[config.mk]
export PLATFORM = sky130hd
export DESIGN_NAME = instr_aligner
export DESIGN_NICKNAME = d
export VERILOG_FILES = /design/src/rtl/instr_aligner_pkg.sv /design/src/rtl/instr_aligner.sv
export SDC_FILE = /design/constraint.sdc
export NUM_CORES = 1
export LEC_CHECK = 0
export ABC_AREA = 0
export CELL_PAD_IN_SITES_DETAIL_PLACEMENT = 0
export CELL_PAD_IN_SITES_GLOBAL_PLACEMENT = 1
export CORE_ASPECT_RATIO = 2
export CORE_MARGIN = 1.5
export CORE_UTILIZATION = 35
export DETAILED_ROUTE_END_ITERATION = 7
export PLACE_DENSITY_LB_ADDON = 0.08
export SLEW_MARGIN = 20
export SYNTH_ARGS = -nofsm -noshare
export SYNTH_HDL_FRONTEND = slang
export SYNTH_SLANG_ARGS = --single-unit
[constraint.sdc]
create_clock -name s_clk_i -period 5 [get_ports s_clk_i]
set_clock_uncertainty 0.05 [all_clocks]
set_input_delay 1 -clock s_clk_i [delete_from_list [all_inputs] [get_ports s_clk_i]]
set_output_delay 1 -clock s_clk_i [all_outputs]
set_load 0.02 [all_outputs]
[src/rtl/instr_aligner_pkg.sv]
// Shared types and codes for the instruction aligner: FSM state and fetch error encoding.
package instr_aligner_pkg;

  localparam int INSTR_W = 32;
  localparam int HALF_W  = 16;
  localparam int FERR_W  = 3;

  typedef enum logic {
    AL_EMPTY = 1'b0,
    AL_UPPER = 1'b1
  } al_state_t;

  localparam logic [FERR_W-1:0] FETCH_NONE  = 3'd0;
  localparam logic [FERR_W-1:0] FETCH_BSERR = 3'd1;
  localparam logic [FERR_W-1:0] FETCH_UCERR = 3'd2;
  localparam logic [FERR_W-1:0] FETCH_INMIS = 3'd3;

endpackage

[src/rtl/instr_aligner.sv]
// Turns 32-bit fetch words into one aligned RVI/RVC instruction per cycle, joining
// straddling RVI halves and flagging predictions that would split an RVI instruction.
module instr_aligner
  import instr_aligner_pkg::*;
(
  input  logic               s_clk_i,
  input  logic               s_resetn_i,
  input  logic               s_flush_i,
  input  logic               s_fetch_valid_i,
  input  logic [INSTR_W-1:0] s_fetch_data_i,
  input  logic               s_fetch_start_i,
  input  logic [FERR_W-1:0]  s_fetch_error_i,
  input  logic               s_fetch_pred_i,
  output logic               s_fetch_ready_o,
  output logic               s_valid_o,
  input  logic               s_ready_i,
  output logic [INSTR_W-1:0] s_instr_o,
  output logic [FERR_W-1:0]  s_fetch_error_o,
  output logic               s_align_error_o,
  output logic               s_prediction_o
);

  al_state_t           state, nxt_state;
  logic [HALF_W-1:0]   hold, nxt_hold;
  logic                hold_pred, nxt_hold_pred;

  logic                vld_p1;
  logic [INSTR_W-1:0]  instr_p1;
  logic [FERR_W-1:0]   ferr_p1;
  logic                align_p1;
  logic                pred_p1;

  logic                load;
  logic                avail;
  logic                consume;
  logic                capture;
  logic                advance;
  logic [INSTR_W-1:0]  e_instr;
  logic [FERR_W-1:0]   e_err;
  logic                e_align;
  logic                e_pred;
  logic [HALF_W-1:0]   lo_half, hi_half;

  assign load    = ~vld_p1 | s_ready_i;
  assign lo_half = s_fetch_data_i[15:0];
  assign hi_half = s_fetch_data_i[31:16];

  always_comb begin
    avail         = 1'b0;
    consume       = 1'b0;
    capture       = 1'b0;
    nxt_state     = state;
    nxt_hold      = hold;
    nxt_hold_pred = hold_pred;
    e_instr       = '0;
    e_err         = FETCH_NONE;
    e_align       = 1'b0;
    e_pred        = 1'b0;
    case (state)
      AL_EMPTY: begin
        if (s_fetch_valid_i) begin
          consume = 1'b1;
          if (s_fetch_error_i != FETCH_NONE) begin
            avail   = 1'b1;
            e_instr = s_fetch_data_i;
            e_err   = s_fetch_error_i;
            e_pred  = s_fetch_pred_i;
          end else if (!s_fetch_start_i) begin
            avail = 1'b1;
            if (lo_half[1:0] == 2'b11) begin
              e_instr = s_fetch_data_i;
              e_pred  = s_fetch_pred_i;
            end else begin
              e_instr       = {16'h0000, lo_half};
              nxt_hold      = hi_half;
              nxt_hold_pred = s_fetch_pred_i;
              nxt_state     = AL_UPPER;
            end
          end else if (hi_half[1:0] != 2'b11) begin
            avail   = 1'b1;
            e_instr = {16'h0000, hi_half};
            e_pred  = s_fetch_pred_i;
          end else if (!s_fetch_pred_i) begin
            // Lower half of a straddling RVI: park it, nothing to emit yet.
            capture       = 1'b1;
            nxt_hold      = hi_half;
            nxt_hold_pred = 1'b0;
            nxt_state     = AL_UPPER;
          end else begin
            avail   = 1'b1;
            e_instr = {16'h0000, hi_half};
            e_align = 1'b1;
            e_pred  = 1'b1;
          end
        end
      end
      AL_UPPER: begin
        if (hold[1:0] != 2'b11) begin
          avail     = 1'b1;
          e_instr   = {16'h0000, hold};
          e_pred    = hold_pred;
          nxt_state = AL_EMPTY;
        end else if (hold_pred) begin
          // Predictor redirected in the middle of an RVI: report, never join.
          avail     = 1'b1;
          e_instr   = {16'h0000, hold};
          e_align   = 1'b1;
          e_pred    = 1'b1;
          nxt_state = AL_EMPTY;
        end else if (s_fetch_valid_i) begin
          avail   = 1'b1;
          consume = 1'b1;
          e_instr = {lo_half, hold};
          if (s_fetch_error_i != FETCH_NONE) begin
            e_err     = s_fetch_error_i;
            nxt_state = AL_EMPTY;
          end else begin
            nxt_hold      = hi_half;
            nxt_hold_pred = s_fetch_pred_i;
          end
        end
      end
      default: nxt_state = AL_EMPTY;
    endcase
  end

  assign advance         = ((avail & load) | capture) & ~s_flush_i;
  assign s_fetch_ready_o = s_resetn_i & s_fetch_valid_i & consume & (load | capture) & ~s_flush_i;

  // Stage p0 -> p1: aligner state and output instruction register
  always_ff @(posedge s_clk_i or negedge s_resetn_i) begin
    if (!s_resetn_i) begin
      state     <= AL_EMPTY;
      hold      <= '0;
      hold_pred <= 1'b0;
    end else if (s_flush_i) begin
      state     <= AL_EMPTY;
      hold_pred <= 1'b0;
    end else if (advance) begin
      state     <= nxt_state;
      hold      <= nxt_hold;
      hold_pred <= nxt_hold_pred;
    end
  end

  always_ff @(posedge s_clk_i or negedge s_resetn_i) begin
    if (!s_resetn_i) begin
      vld_p1   <= 1'b0;
      instr_p1 <= '0;
      ferr_p1  <= FETCH_NONE;
      align_p1 <= 1'b0;
      pred_p1  <= 1'b0;
    end else if (s_flush_i) begin
      vld_p1 <= 1'b0;
    end else if (load) begin
      vld_p1 <= avail;
      if (avail) begin
        instr_p1 <= e_instr;
        ferr_p1  <= e_err;
        align_p1 <= e_align;
        pred_p1  <= e_pred;
      end
    end
  end

  assign s_valid_o       = vld_p1;
  assign s_instr_o       = instr_p1;
  assign s_fetch_error_o = ferr_p1;
  assign s_align_error_o = align_p1;
  assign s_prediction_o  = pred_p1;

endmodule

==> results of run 1 <==
## sequential cells by signal, summed over array words and instances (netlist names)
name / flops
hold: 16
hold_pred: 1
s_align_error_o: 1
s_fetch_error_o: 3
s_instr_o: 32
s_prediction_o: 1
s_valid_o: 1
state: 1
## critical path, cell delays in order
cell and delay [ns]:
clkdlybuf4s50_1 0.47, or3_1 0.59, o31ai_4 0.32, and3_1 0.20, clkdlybuf4s50_1 0.59
## cell type report
type | instances | share of cell area, %
flip-flops and latches | 56 | 34.8
well taps | 98 | 3.05
inverters | 6 | 0.560
multi-input cells | 164 | 37.3
repair buffers | 87 | 21.1
clock buffers | 5 | 3.11
## cell usage after synthesis (2+ instances only)
| cell type | instances | share of area, % |
|---|---|---|
| dfrtp_1 | 56 | 46 |
| a22o_1 | 32 | 9.3 |
| mux2_4 | 18 | 8.9 |
| and3_1 | 16 | 3.3 |
| mux2_2 | 15 | 5.6 |
| a221o_1 | 14 | 4.6 |
| nand2_1 | 9 | 1.1 |
| clkbuf_1 | 8 | 0.99 |
| o21ai_0 | 8 | 1.3 |
| inv_1 | 6 | 0.74 |
| buf_2 | 5 | 0.83 |
| nand2b_1 | 5 | 1.0 |
| buf_6 | 4 | 1.5 |
| nor2b_1 | 4 | 0.83 |
| a21oi_1 | 3 | 0.50 |
| nand3_1 | 3 | 0.50 |
| nor2_1 | 3 | 0.37 |
| o31ai_1 | 3 | 0.74 |
| nand3b_1 | 2 | 0.50 |
| nor3_1 | 2 | 0.33 |
| o211ai_1 | 2 | 0.50 |
## layer usage
metal / share of wire, % / global-route usage [%] / vias up
met5: 0 / 0 / -
met4: 3.3 / 9.91 / 0
met3: 4.7 / 3.92 / 17
met2: 54 / 35.3 / 92
met1: 38 / 22.6 / 1197
li1: - / - / 1099
## kinds of logic (layout without fill, tap and decap cells)
group / Yosys count / count (layout) / share of synthesized area, %
buffers and inverters: 24 / 98 / 4.30
flip-flops: 56 / 56 / 46.3
AO/OA/AOI/OAI: 76 / 76 / 22.4
multiplexers: 33 / 33 / 14.5
AND/OR/NAND/NOR: 55 / 55 / 12.5
## metrics by stage
| stage | util [%] | hold WS [ns] |
|---|---|---|
| floorplan | - | 0.421 |
| global placement | 46.7 | 0.430 |
| detailed placement | 46.7 | 0.437 |
| CTS | 48.2 | 0.454 |
| global route | 48.2 | 0.467 |
| finish | 48.2 | 0.453 |
## worst max-delay path by stage
| stage | to | depth (start not counted) |
|---|---|---|
| finish | s_fetch_ready_o | 5 |
| global route | s_fetch_ready_o | 5 |
| CTS | s_fetch_ready_o | 5 |
| detailed placement | s_fetch_ready_o | 5 |
| global placement | s_fetch_ready_o | 5 |
| floorplan | s_fetch_ready_o | 4 |
## power groups by stage
stage | logic, W | clock network, W | registers (W)
2_1_floorplan | 0.000120 | 0 | 0.000601
3_3_place_gp | 0.000332 | 0 | 0.000557
3_5_place_dp | 0.000335 | 0 | 0.000556
4_1_cts | 0.000336 | 0.000349 | 0.000549
5_1_grt | 0.000355 | 0.000362 | 0.000556
6_report | 0.000331 | 0.000334 | 0.000549
==> reports/metrics.csv, run 1 <==
metric,value,unit
Final Hold Viols,0,
post-CTS sizing,0,
worst r2r path cells,6,
total track usage,20.3,%
clock-pin slew on the worst setup and hold paths,0.07,ns
hold crit path type,reg2reg,
hold endpoint,hold[10]$_DFFE_PN0P_,
final setup TNS,0,ns
Final min period,4.23,ns
Hold Crit Depth,1,
worst hold path startpoint,hold[10]$_DFFE_PN0P_,
Synth Area per Inst,12.4,µm²
via count,2405,
reg2reg start,state$_DFFE_PN0P_,
Flop pwr share,45.2,%
largest net degree at the start of global routing,57,
die extent in y,135,µm
vias in the first global route,2593,
Layout area overhead,32.8,%
Power Dens Cells,302,nW/µm²
"Worst Path Class, Setup",in2out,
Mapped Cells,244,
"Primary FF master, synth",dfrtp_1,
filler cell count,795,
Yosys reg bits,56,
Netlist cell types,47,
Clock Power Share,27.5,%
core area,8350,µm²
Post-CTS Hold Fix Bufs,0,
async set-or-reset flop fraction in the synthesized netlist,100,%
Gate power share,27.3,%
H-tree Lvls,2,
critical path arrival,3.18,ns
worst skew pair latency,0.29,ns
Slew Limit Headroom,38.6,%
worst-margin pin slew,0.921,ns
die area,9260,µm²
Slew Limit Fails,0,
drt first pass iters,4,
layout cells sized above 1,17.9,%
post-route cell area,4020,µm²
Initial Util,36.3,%
Final Cycle Share,84.5,%
root buf cell,clkbuf_16,
multi-input logic area,1500,µm²
die width,68.8,µm
YS warnings,0,
register area,1400,µm²
RSZ-0062 raised after global routing,false,
Final Setup Violations,0,
"most common cell after layout, fill and taps aside",clkdlybuf4s50_1,
# rows,47,
post-CTS setup buffers,0,
R2R Setup Slk,2.40,ns
Ant. Diodes,0,
total grt overflow,0,
critical path startpoint category,primary input,
worst vdd ir,0.000193,V
Post-Syn Nets,286,
number of buffer cells added on primary ports,80,
post-DP HPWL,6030,µm
Net Sw Frac,28.3,%
initial antenna violation count,0,
CTS buffer count,5,
"Data required, critical path",3.95,ns
maxcap violations,0,
CTS tree,built,
number of enable flip-flop cells after synthesis,0,
Post-Route WL,8910,µm
Clock Tree Buf Depth,2,
crit end category,output port,
Internal,0.000870,W
post-placement setup slack,0.766,ns
Inst Count DP,411,
Iter 0 DRT Violations,91,
vias per inst,5.78,
Routed Antenna Nets,0,
Pwr Total,0.00121,W
static leakage,1.83,nW
global-route wire length before repair,13700,µm
DRC,0,
sequential-to-total area share from yosys stat,46.3,%
crit path launch,s_fetch_error_i[0],
placer congestion estimate,0.870,
Crit Path Max Fanout,7,
fmax,237,MHz
final net count,362,
most frequent cells in the layout,"clkdlybuf4s50_1, dfrtp_1, a22o_1",
reg2reg end,s_instr_o[29]$_DFFE_PN0P_,
IO Pins,81,
placed cell area,3900,µm²
CTS sink cnt,56,
NetSw,0.000344,W
detailed-route wire length per cell,21.4,µm
setup ws final,0.774,ns
filler-free cell count of the finished design,416,
status,"finished, final reports clean",
Mapped Area,3030,µm²
Note: power is estimated with default switching activity, not from simulation.
==> inputs of run 2 (changes only) <==
- clock period: 5 -> 3.6 ns (I/O delays scaled with it)
==> run 2 against run 1 <==
Routed wire length down 2.5%; die area unchanged; sequential cell count unchanged; combinational power up 41%; cell count up 3.1%; non-clock buffer count up 10; utilization up 1.5 points; largest power group unchanged.
==> reports/metrics.csv, run 2 (same netlist as run 1, synthesis figures left out) <==
metric,value,unit
status,"finished, final reports clean",
Hold WS,0.451,ns
Initial Util,36.3,%
Inst Count DP,421,
Power Dens Cells,433,nW/µm²
fmax,298,MHz
Iter 0 DRT Violations,136,
"most common cell after layout, fill and taps aside",clkdlybuf4s50_1,
register area,1400,µm²
number of buffer cells added on primary ports,80,
final net count,372,
global-route wire length before repair,13300,µm
"Data required, critical path",2.83,ns
critical path arrival,2.59,ns
post-DP HPWL,6080,µm
post-CTS setup buffers,0,
root buf cell,clkbuf_16,
post-CTS sizing,0,
vias per inst,5.63,
total grt overflow,0,
placer congestion estimate,0.792,
worst hold path startpoint,hold[15]$_DFFE_PN0P_,
worst r2r path cells,5,
Post-CTS Hold Fix Bufs,0,
hold crit path type,reg2reg,
CTS tree,built,
Slew Limit Fails,0,
Post-Route WL,8680,µm
clock-pin slew on the worst setup and hold paths,0.07,ns
R2R Setup Slk,1.14,ns
CTS sink cnt,56,
multi-input logic area,1500,µm²
final setup TNS,0,ns
most frequent cells in the layout,"clkdlybuf4s50_1, dfrtp_1, a22o_1",
max reg flops,32,
reg2reg start,state$_DFFE_PN0P_,
die extent in y,135,µm
reg2reg end,hold[3]$_DFFE_PN0P_,
slowest CP cell,clkdlybuf4s50_1,
Crit Path Max Fanout,4,
Final Setup Violations,0,
DRC,0,
CTS buffer count,5,
"Worst Path Class, Setup",in2out,
worst vdd ir,0.000310,V
# rows,47,
filler-free cell count of the finished design,429,
Layout area overhead,36.8,%
Hold Crit Depth,1,
"most used cell, CP",clkdlybuf4s50_1,
worst-margin pin slew,0.943,ns
layout cells sized above 1,21.1,%
vias in the first global route,2491,
via count,2414,
critical path startpoint category,primary input,
Clock Tree Buf Depth,2,
drt first pass iters,4,
static leakage,1.90,nW
initial antenna violation count,0,
filler cell count,783,
Slew Limit Headroom,37.2,%
Final min period,3.36,ns
Final Hold Viols,0,
worst skew pair latency,0.30,ns
critical-path cell list,"clkdlybuf4s50_1, or3_1, o31ai_4, and3_1, clkdlybuf4s50_1",
setup ws final,0.242,ns
Routed Antenna Nets,0,
die width,68.8,µm
largest stage delay on the critical path,0.59,ns
RSZ-0062 raised after global routing,false,
maxcap violations,0,
H-tree Lvls,2,
total track usage,19.9,%
hold endpoint,hold[15]$_DFFE_PN0P_,
Final Cycle Share,93.3,%
IO Pins,81,
largest net degree at the start of global routing,57,
die area,9260,µm²
detailed-route wire length per cell,20.2,µm
core area,8350,µm²
crit end category,output port,
post-placement setup slack,0.234,ns
Ant. Diodes,0,
==> run 2: cell count changes in the layout (fill, tap and decap cells not counted), sizes merged <==
cell / previous run / this run
bufinv: 0 / 1
inv: 6 / 7
clkinvlp: 0 / 1
buf: 8 / 18
==> run 2: routing by layer <==
layer	track usage [%]	vias up	wire length [µm]
met5	0	-	0
met1	23.8	1208	3460
met2	34.3	71	4690
met3	3.08	14	288
met4	8.06	0	238
li1	-	1121	-
==> run 2: through the flow <==
step	cell area, µm²	power [W]	utilization [%]
after global routing	4140	0.00188	49.6
after detailed placement	3970	0.00124	47.6
after floorplan	3030	0.00100	-
after CTS	4140	0.00182	49.6
final	4140	0.00179	49.6
after global placement	3970	0.00124	47.6
==> run 2: worst max path at each step <==
stage / startpoint / end / cells after the start
4_1_cts: s_fetch_error_i[0] / s_fetch_ready_o / 5
5_1_grt: s_fetch_error_i[0] / s_fetch_ready_o / 5
3_3_place_gp: s_fetch_error_i[0] / s_fetch_ready_o / 5
3_5_place_dp: s_fetch_error_i[0] / s_fetch_ready_o / 5
6_report: s_fetch_error_i[0] / s_fetch_ready_o / 5
2_1_floorplan: s_fetch_error_i[0] / s_fetch_ready_o / 4
==> run 2: final cells by class <==
| cell class | instances | share of cell area [%] |
|---|---|---|
| clock buffer | 5 | 3.02 |
| tap | 98 | 2.96 |
| sequential | 56 | 33.8 |
| inverter | 6 | 0.544 |
| timing repair buffer | 97 | 22.3 |
| clock inverter | 3 | 1.12 |
| multi-input combinational | 164 | 36.2 |
==> run 2: worst max-delay path, delay by kind of cell <==
kind                   cells  cell delay [ns]
AO/OA/AOI/OAI              1             0.19
AND/OR/NAND/NOR            2             0.62
buffers and inverters      2             1.05
==> run 2: power by group <==
part	internal [W]	switching, W	total, W
logic	0.000255	0.000213	0.000468
registers	0.000712	0.0000487	0.000760
clock network	0.000331	0.000235	0.000567
